===== config.mk =====
export PLATFORM = sky130hd
export DESIGN_NAME = ov5640_init_seq
export DESIGN_NICKNAME = d
export VERILOG_FILES = /design/src/rtl/ov5640_init_seq.sv
export SDC_FILE = /design/constraint.sdc
export NUM_CORES = 1
export LEC_CHECK = 0
export CAP_MARGIN = 5
export CORE_ASPECT_RATIO = 1.5
export CORE_MARGIN = 8
export CORE_UTILIZATION = 44
export DETAILED_ROUTE_END_ITERATION = 16
export PLACE_DENSITY = 0.82
export SYNTH_ARGS = -nofsm -noshare
export SYNTH_HDL_FRONTEND = slang
export SYNTH_SLANG_ARGS = --single-unit

===== constraint.sdc =====
create_clock -name Clk -period 2 [get_ports Clk]
set_input_delay 0.3 -clock Clk [delete_from_list [all_inputs] [get_ports Clk]]
set_output_delay 0.3 -clock Clk [all_outputs]
set_load 0.01 [all_outputs]

===== src/rtl/ov5640_init_seq.sv =====
// Power-up configuration sequencer for the OV5640: waits out sensor power-up, verifies the
// chip ID, then streams a register LUT into an i2c_control instance with per-transaction retry.
module ov5640_init_seq #(
  parameter logic [7:0]  DEVICE_ID = 8'h78,
  parameter int          LUT_SIZE  = 252,
  parameter int          PWR_DLY   = 1_000_000,
  parameter int          CMD_DLY   = 250_000,
  parameter int          MAX_RETRY = 3,
  parameter logic [15:0] CHIP_ID   = 16'h5640
) (
  input  logic        Clk,
  input  logic        Rst_p,
  input  logic        init_start,
  output logic [7:0]  lut_index,
  input  logic [23:0] lut_data,
  output logic        wrreg_req,
  output logic        rdreg_req,
  output logic [15:0] addr,
  output logic        addr_mode,
  output logic [7:0]  wrdata,
  output logic [7:0]  device_id,
  input  logic [7:0]  rddata,
  input  logic        RW_Done,
  input  logic        ack,
  output logic        busy,
  output logic        init_done,
  output logic        init_err,
  output logic [1:0]  err_code
);

  localparam int DLY_MAX = (PWR_DLY > CMD_DLY) ? PWR_DLY : CMD_DLY;
  localparam int CNT_W   = (DLY_MAX < 2) ? 1 : $clog2(DLY_MAX + 1);
  localparam int RTY_W   = (MAX_RETRY < 2) ? 1 : $clog2(MAX_RETRY + 1);

  localparam logic [CNT_W-1:0] PWR_LAST    = CNT_W'(PWR_DLY - 1);
  localparam logic [CNT_W-1:0] CMD_LAST    = CNT_W'(CMD_DLY - 1);
  localparam logic [RTY_W-1:0] RETRY_LIMIT = RTY_W'(MAX_RETRY);
  localparam logic [7:0]       LAST_INDEX  = 8'(LUT_SIZE - 1);
  localparam logic [15:0]      DELAY_ADDR  = 16'hFFFF;
  localparam logic [15:0]      ID_H_ADDR   = 16'h300A;
  localparam logic [15:0]      ID_L_ADDR   = 16'h300B;
  localparam logic [1:0]       ERR_NACK    = 2'b01;
  localparam logic [1:0]       ERR_ID      = 2'b10;

  typedef enum logic [3:0] {
    S_IDLE,
    S_PWR_WAIT,
    S_RD_ID,
    S_WAIT_ID,
    S_ID_GAP,
    S_ID_CHECK,
    S_FETCH,
    S_ISSUE,
    S_WAIT_WR,
    S_DELAY,
    S_NEXT,
    S_DONE,
    S_ERROR
  } state_t;

  state_t           state, state_next;
  logic [CNT_W-1:0] dly_cnt;
  logic [RTY_W-1:0] retry_cnt;
  logic             id_sel;
  logic [7:0]       id_h, id_l;
  logic [15:0]      addr_q;
  logic [7:0]       wrdata_q;

  logic       restart, retry_inc, retry_clr, idx_clr, idx_inc, id_capture;
  logic [1:0] err_set;
  logic       lut_is_delay, retry_left, counting;

  assign lut_is_delay = (lut_data[23:8] == DELAY_ADDR);
  assign retry_left   = (retry_cnt < RETRY_LIMIT);
  assign counting     = (state == S_PWR_WAIT) || (state == S_DELAY);

  // NOTE: every always_comb output gets a default first, so no path can infer a latch.
  always_comb begin
    state_next = state;
    restart    = 1'b0;
    retry_inc  = 1'b0;
    retry_clr  = 1'b0;
    idx_clr    = 1'b0;
    idx_inc    = 1'b0;
    id_capture = 1'b0;
    err_set    = 2'b00;
    case (state)
      S_IDLE: begin
        if (init_start) begin
          restart    = 1'b1;
          state_next = S_PWR_WAIT;
        end
      end
      S_PWR_WAIT: if (dly_cnt == PWR_LAST) state_next = S_RD_ID;
      S_RD_ID:    state_next = S_WAIT_ID;
      S_WAIT_ID: begin
        if (RW_Done) begin
          if (ack) begin
            if (retry_left) begin
              retry_inc  = 1'b1;
              state_next = S_ID_GAP;
            end else begin
              err_set    = ERR_NACK;
              state_next = S_ERROR;
            end
          end else begin
            retry_clr  = 1'b1;
            id_capture = 1'b1;
            state_next = id_sel ? S_ID_CHECK : S_ID_GAP;
          end
        end
      end
      // Spacer so a new request never follows RW_Done back to back.
      S_ID_GAP: state_next = S_RD_ID;
      S_ID_CHECK: begin
        if ({id_h, id_l} != CHIP_ID) begin
          err_set    = ERR_ID;
          state_next = S_ERROR;
        end else begin
          idx_clr    = 1'b1;
          state_next = S_FETCH;
        end
      end
      S_FETCH: state_next = S_ISSUE;
      S_ISSUE: state_next = lut_is_delay ? S_DELAY : S_WAIT_WR;
      S_WAIT_WR: begin
        if (RW_Done) begin
          if (!ack) begin
            retry_clr  = 1'b1;
            state_next = S_NEXT;
          end else if (retry_left) begin
            retry_inc  = 1'b1;
            state_next = S_FETCH;
          end else begin
            err_set    = ERR_NACK;
            state_next = S_ERROR;
          end
        end
      end
      S_DELAY: if (dly_cnt == CMD_LAST) state_next = S_NEXT;
      S_NEXT: begin
        if (lut_index == LAST_INDEX) begin
          state_next = S_DONE;
        end else begin
          idx_inc    = 1'b1;
          state_next = S_FETCH;
        end
      end
      S_DONE, S_ERROR: begin
        if (init_start) begin
          restart    = 1'b1;
          state_next = S_PWR_WAIT;
        end
      end
      default: state_next = S_IDLE;
    endcase
  end

  // Address/data are driven live in the request cycle and held from the latched copy afterwards.
  always_comb begin
    addr   = addr_q;
    wrdata = wrdata_q;
    if (state == S_ISSUE) begin
      addr   = lut_data[23:8];
      wrdata = lut_data[7:0];
    end else if (state == S_RD_ID) begin
      addr = id_sel ? ID_L_ADDR : ID_H_ADDR;
    end
  end

  assign rdreg_req = (state == S_RD_ID);
  assign wrreg_req = (state == S_ISSUE) && !lut_is_delay;
  assign addr_mode = 1'b1;
  assign device_id = DEVICE_ID;
  assign busy      = !((state == S_IDLE) || (state == S_DONE) || (state == S_ERROR));
  assign init_done = (state == S_DONE);
  assign init_err  = (state == S_ERROR);

  // NOTE: sequential state uses non-blocking assignments so every register sees pre-edge values.
  always_ff @(posedge Clk) begin
    if (Rst_p) begin
      state     <= S_IDLE;
      dly_cnt   <= '0;
      retry_cnt <= '0;
      lut_index <= '0;
      id_sel    <= 1'b0;
      id_h      <= '0;
      id_l      <= '0;
      err_code  <= '0;
      addr_q    <= '0;
      wrdata_q  <= '0;
    end else begin
      state <= state_next;

      // Cleared on entry so each wait state lasts exactly its parameter in cycles.
      if (!counting || (state_next != state)) dly_cnt <= '0;
      else                                    dly_cnt <= dly_cnt + CNT_W'(1);

      if (restart || retry_clr) retry_cnt <= '0;
      else if (retry_inc)       retry_cnt <= retry_cnt + RTY_W'(1);

      if (restart || idx_clr) lut_index <= '0;
      else if (idx_inc)       lut_index <= lut_index + 8'd1;

      if (restart)                  err_code <= '0;
      else if (err_set != 2'b00)    err_code <= err_set;

      if (restart) begin
        id_sel <= 1'b0;
      end else if (id_capture) begin
        if (id_sel) id_l <= rddata;
        else        id_h <= rddata;
        id_sel <= 1'b1;
      end

      if ((state == S_ISSUE) || (state == S_RD_ID)) begin
        addr_q   <= addr;
        wrdata_q <= wrdata;
      end
    end
  end

endmodule

# Word-level counts from Yosys, hierarchy flattened
# Cells that the tools add are included.
# W data, S select, Z words.
[op_classes] n_eq_ne=18 n_lt_le_gt_ge=1 n_mux=37 bitwise_logic=2 addsub=3 reduce_logical=21
[ops] cell="$mux W4" n=11
[ops] cell="$pmux W4 S11" n=1
[ops] cell="$mux W16" n=2
[ops] cell="$add A20 B1 Y20 const B" n=1
[ops] cell="$eq A20 B18 Y1 const B" n=1
[ops] cell="$eq A20 B20 Y1 const B" n=1
[ops] cell="$eq A4 B4 Y1 const B" n=5
[ops] cell="$mux W1" n=19
[ops] cell="$eq A16 B16 Y1 const B" n=1
[ops] cell="$eq A4 B3 Y1 const B" n=4
[ops] cell="$ne A16 B15 Y1 const B" n=1
[ops] cell="$reduce_or A2 Y1" n=5
[ops] cell="$add A8 B1 Y8 const B" n=1
[ops] cell="$eq A4 B2 Y1 const B" n=2
[ops] cell="$eq A8 B8 Y1 const B" n=1
[ops] cell="$mux W8" n=1
[ops] cell="$logic_or A1 B1 Y1" n=7
[ops] cell="$reduce_and A3 Y1" n=2
[ops] cell="$eq A4 B1 Y1 const B" n=1
[ops] cell="$logic_not A4 Y1" n=1
[ops] cell="$mux W2" n=2
[ops] cell="$ne A4 B4 Y1" n=1
[ops] cell="$pmux W2 S2" n=1
[ops] cell="$logic_not A1 Y1" n=3
[ops] cell="6 further kinds" n=7
[totals] out_inout_bits=48 register_bits=77

# Logic depth before layout (Yosys ltp)
[logic_depth] word_depth=8 mapped_depth=8 ltp_nobuf=6

# Least setup slack after synthesis
# OpenSTA, ideal clock, no wires.
[synth_timing] path_kind="reg-to-reg" from="register dly_cnt[6]" to="register dly_cnt[19]" setup_ps=115 synth_period_minus_slack_ps=1737 t_arrival_ps=1622 stages_incl_launch_ff=7 path_slack_ps=263 path_buffers=1 cell_sequence="dfxtp_1 or4_4 nor4b_4 nand4_1 nand3_4 buf_12 nor2_2"
[synth_between] elab_chain_len=6 elab_cells_between_ends=9
[synth_lines] element="from (decl)" line="62" rtl="logic [CNT_W-1:0] dly_cnt;"
[synth_lines] element="from (signal assigned)" line="197" rtl="else dly_cnt <= dly_cnt + CNT_W'(1);"
[synth_lines] element="$eq A20 B18 Y1 / $eq A20 B20 Y1 (equally long branches)" line="140, 94"
[synth_lines] element="$mux W4 (on tied branches)" line="140, 94"
[synth_lines] element="$pmux W4 S11" line="87" rtl="case (state)"
[synth_lines] element="$ne A4 B4 Y1" line="196" rtl="if (!counting || (state_next != state)) dly_cnt <= '0;"
[synth_lines] element="$logic_or A1 B1 Y1" line="196"
[synth_lines] element="$reduce_or A2 Y1 (no line)"
# Several ways; a longest one is shown, not always the timed one.
# A chain may end at the register's enable or synchronous reset.

# Worst setup path in the final report
[layout_timing] from="register state[1]" to="output addr[3]"
[layout_between] elab_chain_len=3 elab_cells_between_ends=4
[layout_lines] element="from (decl)" line="61" rtl="state_t state, state_next;"
[layout_lines] element="from (signal assigned)" line="193" rtl="state <= state_next;"
[layout_lines] element="$eq A4 B2 Y1" line="166" rtl="end else if (state == S_RD_ID) begin"
[layout_lines] element="$mux W16" line="166"
[layout_lines] element="$mux W16 *" line="163" rtl="if (state == S_ISSUE) begin"
[layout_lines] element="to (decl)" line="18" rtl="output logic [15:0] addr,"
# Every way passes the cells marked *; elsewhere a longest branch is shown, timed or not.

==> metrics.yaml <==
wirelength_um: 10400
grt_pass1_wl_um: 16400
cts_root_buf: "clkbuf_16"
numCtsBuffers: 9
portBuffers: 75
dr.pass1.iters: 4
met2_length_um: 5620
ios: 85
top_layer: "met4"
final_nets: 563
finClkSkew_ns: 0.00813
cp_max_fo: 5
maxCapViolations: 0
area_delta_synth_final_pct: 38.7
rsz0062_at_grt: "true"
vdd_drop_max_uv: 398
finalHoldViolCount: 0
violations: "setup timing"
grt_max_degree: 26
dpl_cell_area_sq_um: 4650
place_congestion: 0.888
hold_path_class: "reg2reg"
drive_gt1_share_pct: 21.8
utilization_pct: 61.6
hold_buffers: 0
synth_cells: 418
fp.dieH_um: 128
fin_ws_ns: -0.0247
yosys_warnings: 0
viasPerCell: 5.34
min_period_ns: 2.02
clockBufferDepth: 2
fin_area_sq_um: 5090
fmax_mhz: 494
seq_area_frac_synth_pct: 42.0
rows: 41
cp.arrival_ns: 1.72
avgSynthCellArea_sq_um: 8.78
status: "complete, but fails checks"
finalMaxSlewViolations: 0
m1WireLength_um: 3770
async_flop_share_pct: 0
path_clk_slew_ns: 0.06
min_path_cells: 2
ys_types: 59
cts_tree: "built"
cts_sinks: 77
wl_met3_um: 657
core_area_sq_um: 8260
worst_pin_slew_ns: 0.659
clock_latency_ns: 0.34
ant_nets: 0
cp-start-kind: "flip-flop"
setup_viol_count_final: 5
vias: 3394
grt_pass1_vias: 3459
power_density_nw_per_um2: 690
cp-end-kind: "output port"
min_period_over_period_pct: 101
synthesis.area_sq_um: 3670
h-tree-depth: 3
die_w_um: 90.6
worstPathRequired_ns: 1.70
final_common_cell: "dfxtp_1"
ff2ff_path_depth: 5
antenna_found_initial: 0
path_class: "reg2out"
n_antenna_cell: 0
synth-seq-cells: 77
p_leak_nw: 2.05
gr-total-overflow: 0
synth_edf_count: 0
final_cell_mix: "dfxtp_1 (73), nand2_1 (49), nor2_1 (47), clkdlybuf4s50_1 (46), buf_4 (33)"
relSlewSlack_pct: 55.7
ys.flop_type: "dfxtp_1"
grt_use_total_pct: 17.4
die-area_sq_um: 11600
wl_per_cell_um: 16.4
drt-initial-drc-count: 182
dp_hpwl_um: 7270
drc: 0
start_util_pct: 44.4
-- cell usage after synthesis, types with 9 or more instances --
master    n  area (sq um)
and2_1   18           113
dfxtp_1  77          1540
xor2_1   15           131
nand2_1  49           184
mux2i_1  17           170
xnor2_1  10          87.6
a22o_1   11          96.3
nand4_1  12          75.1
buf_2    10          50.1
nand3_1  13          65.1
a21oi_1  21           105
buf_4     9          67.6
nor2_2   11          68.8
nor2_1   49           184
-- cell families after synthesis --
logic type                 Yosys count  share of synthesized area [%]
adders and majority gates            3                           1.02
other                                2                          0.205
xor gates and xnor gates            25                           5.97
DFF                                 77                           42.0
and+or+nand+nor                    204                           30.7
AOI/OAI and AO/OA                   57                           10.2
muxes                               18                           4.94
buffers and inverters               32                           4.98
-- registers in the layout, summed over array words and instances (netlist names) --
| signal | cells |
|---|---|
| addr_q | 16 |
| id_sel | 1 |
| retry_cnt | 2 |
| lut_index | 8 |
| state | 4 |
| err_code | 2 |
| wrdata_q | 8 |
| id_l | 8 |
| id_h | 8 |
| dly_cnt | 20 |
-- final cells by class --
class,instances,area [sq um]
fillers,649,3170
multi-input cells,317,2070
flip-flops and latches,77,1550
repair buffers,113,988
clock buffers,11,253
well taps,107,134
clock inverters,5,82.6
inverters,5,18.8
-- through the flow --
| stage | setup TNS [ns] | worst slack (ns) | cells | total power [mW] | hold slack (ns) |
|---|---|---|---|---|---|
| 2_1_floorplan | 0 | 0.263 | 425 | 1.66 | 0.435 |
| 3_3_place_gp | -3.54 | -0.256 | 609 | 1.76 | 0.451 |
| 3_5_place_dp | -5.44 | -0.310 | 609 | 1.76 | 0.457 |
| 4_1_cts | -0.0696 | -0.0243 | 631 | 3.54 | 0.465 |
| 5_1_grt | -2.09 | -0.105 | 635 | 3.62 | 0.491 |
| 6_report | -0.0636 | -0.0247 | 635 | 3.51 | 0.462 |
-- path summary, 6_finish.rpt --
| kind | start | endpoint | slack, ns |
|---|---|---|---|
| worst max-delay path | state[1]$_SDFF_PP0_ | addr[3] | -0.02 |
| worst min-delay path | wrdata_q[3]$_SDFFE_PP0P_ | wrdata_q[3]$_SDFFE_PP0P_ | 0.46 |
| worst max register to register | dly_cnt[6]$_SDFF_PP0_ | dly_cnt[1]$_SDFF_PP0_ | -0.01 |
| worst min register to register | wrdata_q[3]$_SDFFE_PP0P_ | wrdata_q[3]$_SDFFE_PP0P_ | 0.46 |
-- power breakdown --
| group | leakage, nW | internal (mW) | switching (mW) |
|---|---|---|---|
| logic | 1.26 | 0.0982 | 0.0954 |
| registers | 0.622 | 1.54 | 0.00449 |
| clock network | 0.166 | 1.16 | 0.615 |
-- routing by layer --
metal,global-route usage [%],vias up
li1,-,1651
met4,10.9,0
met1,16.2,1592
met2,32.5,121
met5,0,-
met3,4.81,30
-- timing repair --
action | in CTS | in global routing
endpoints found under the setup margin | 29 | 45
pin swaps | 7 | 6
setup buffers | 6 | 2
resized for setup | 103 | 18
endpoints found under the hold margin | 0 | 0
cloned | 0 | 2
-- critical path, cell delays in order (launching register included) --
cell	delay (ns)
dfxtp_2	0.34
nor2b_4	0.13
nor3b_4	0.15
buf_4	0.15
or2_4	0.26
o22a_1	0.22
buf_2	0.15
Note: power is estimated with default switching activity, not from simulation.
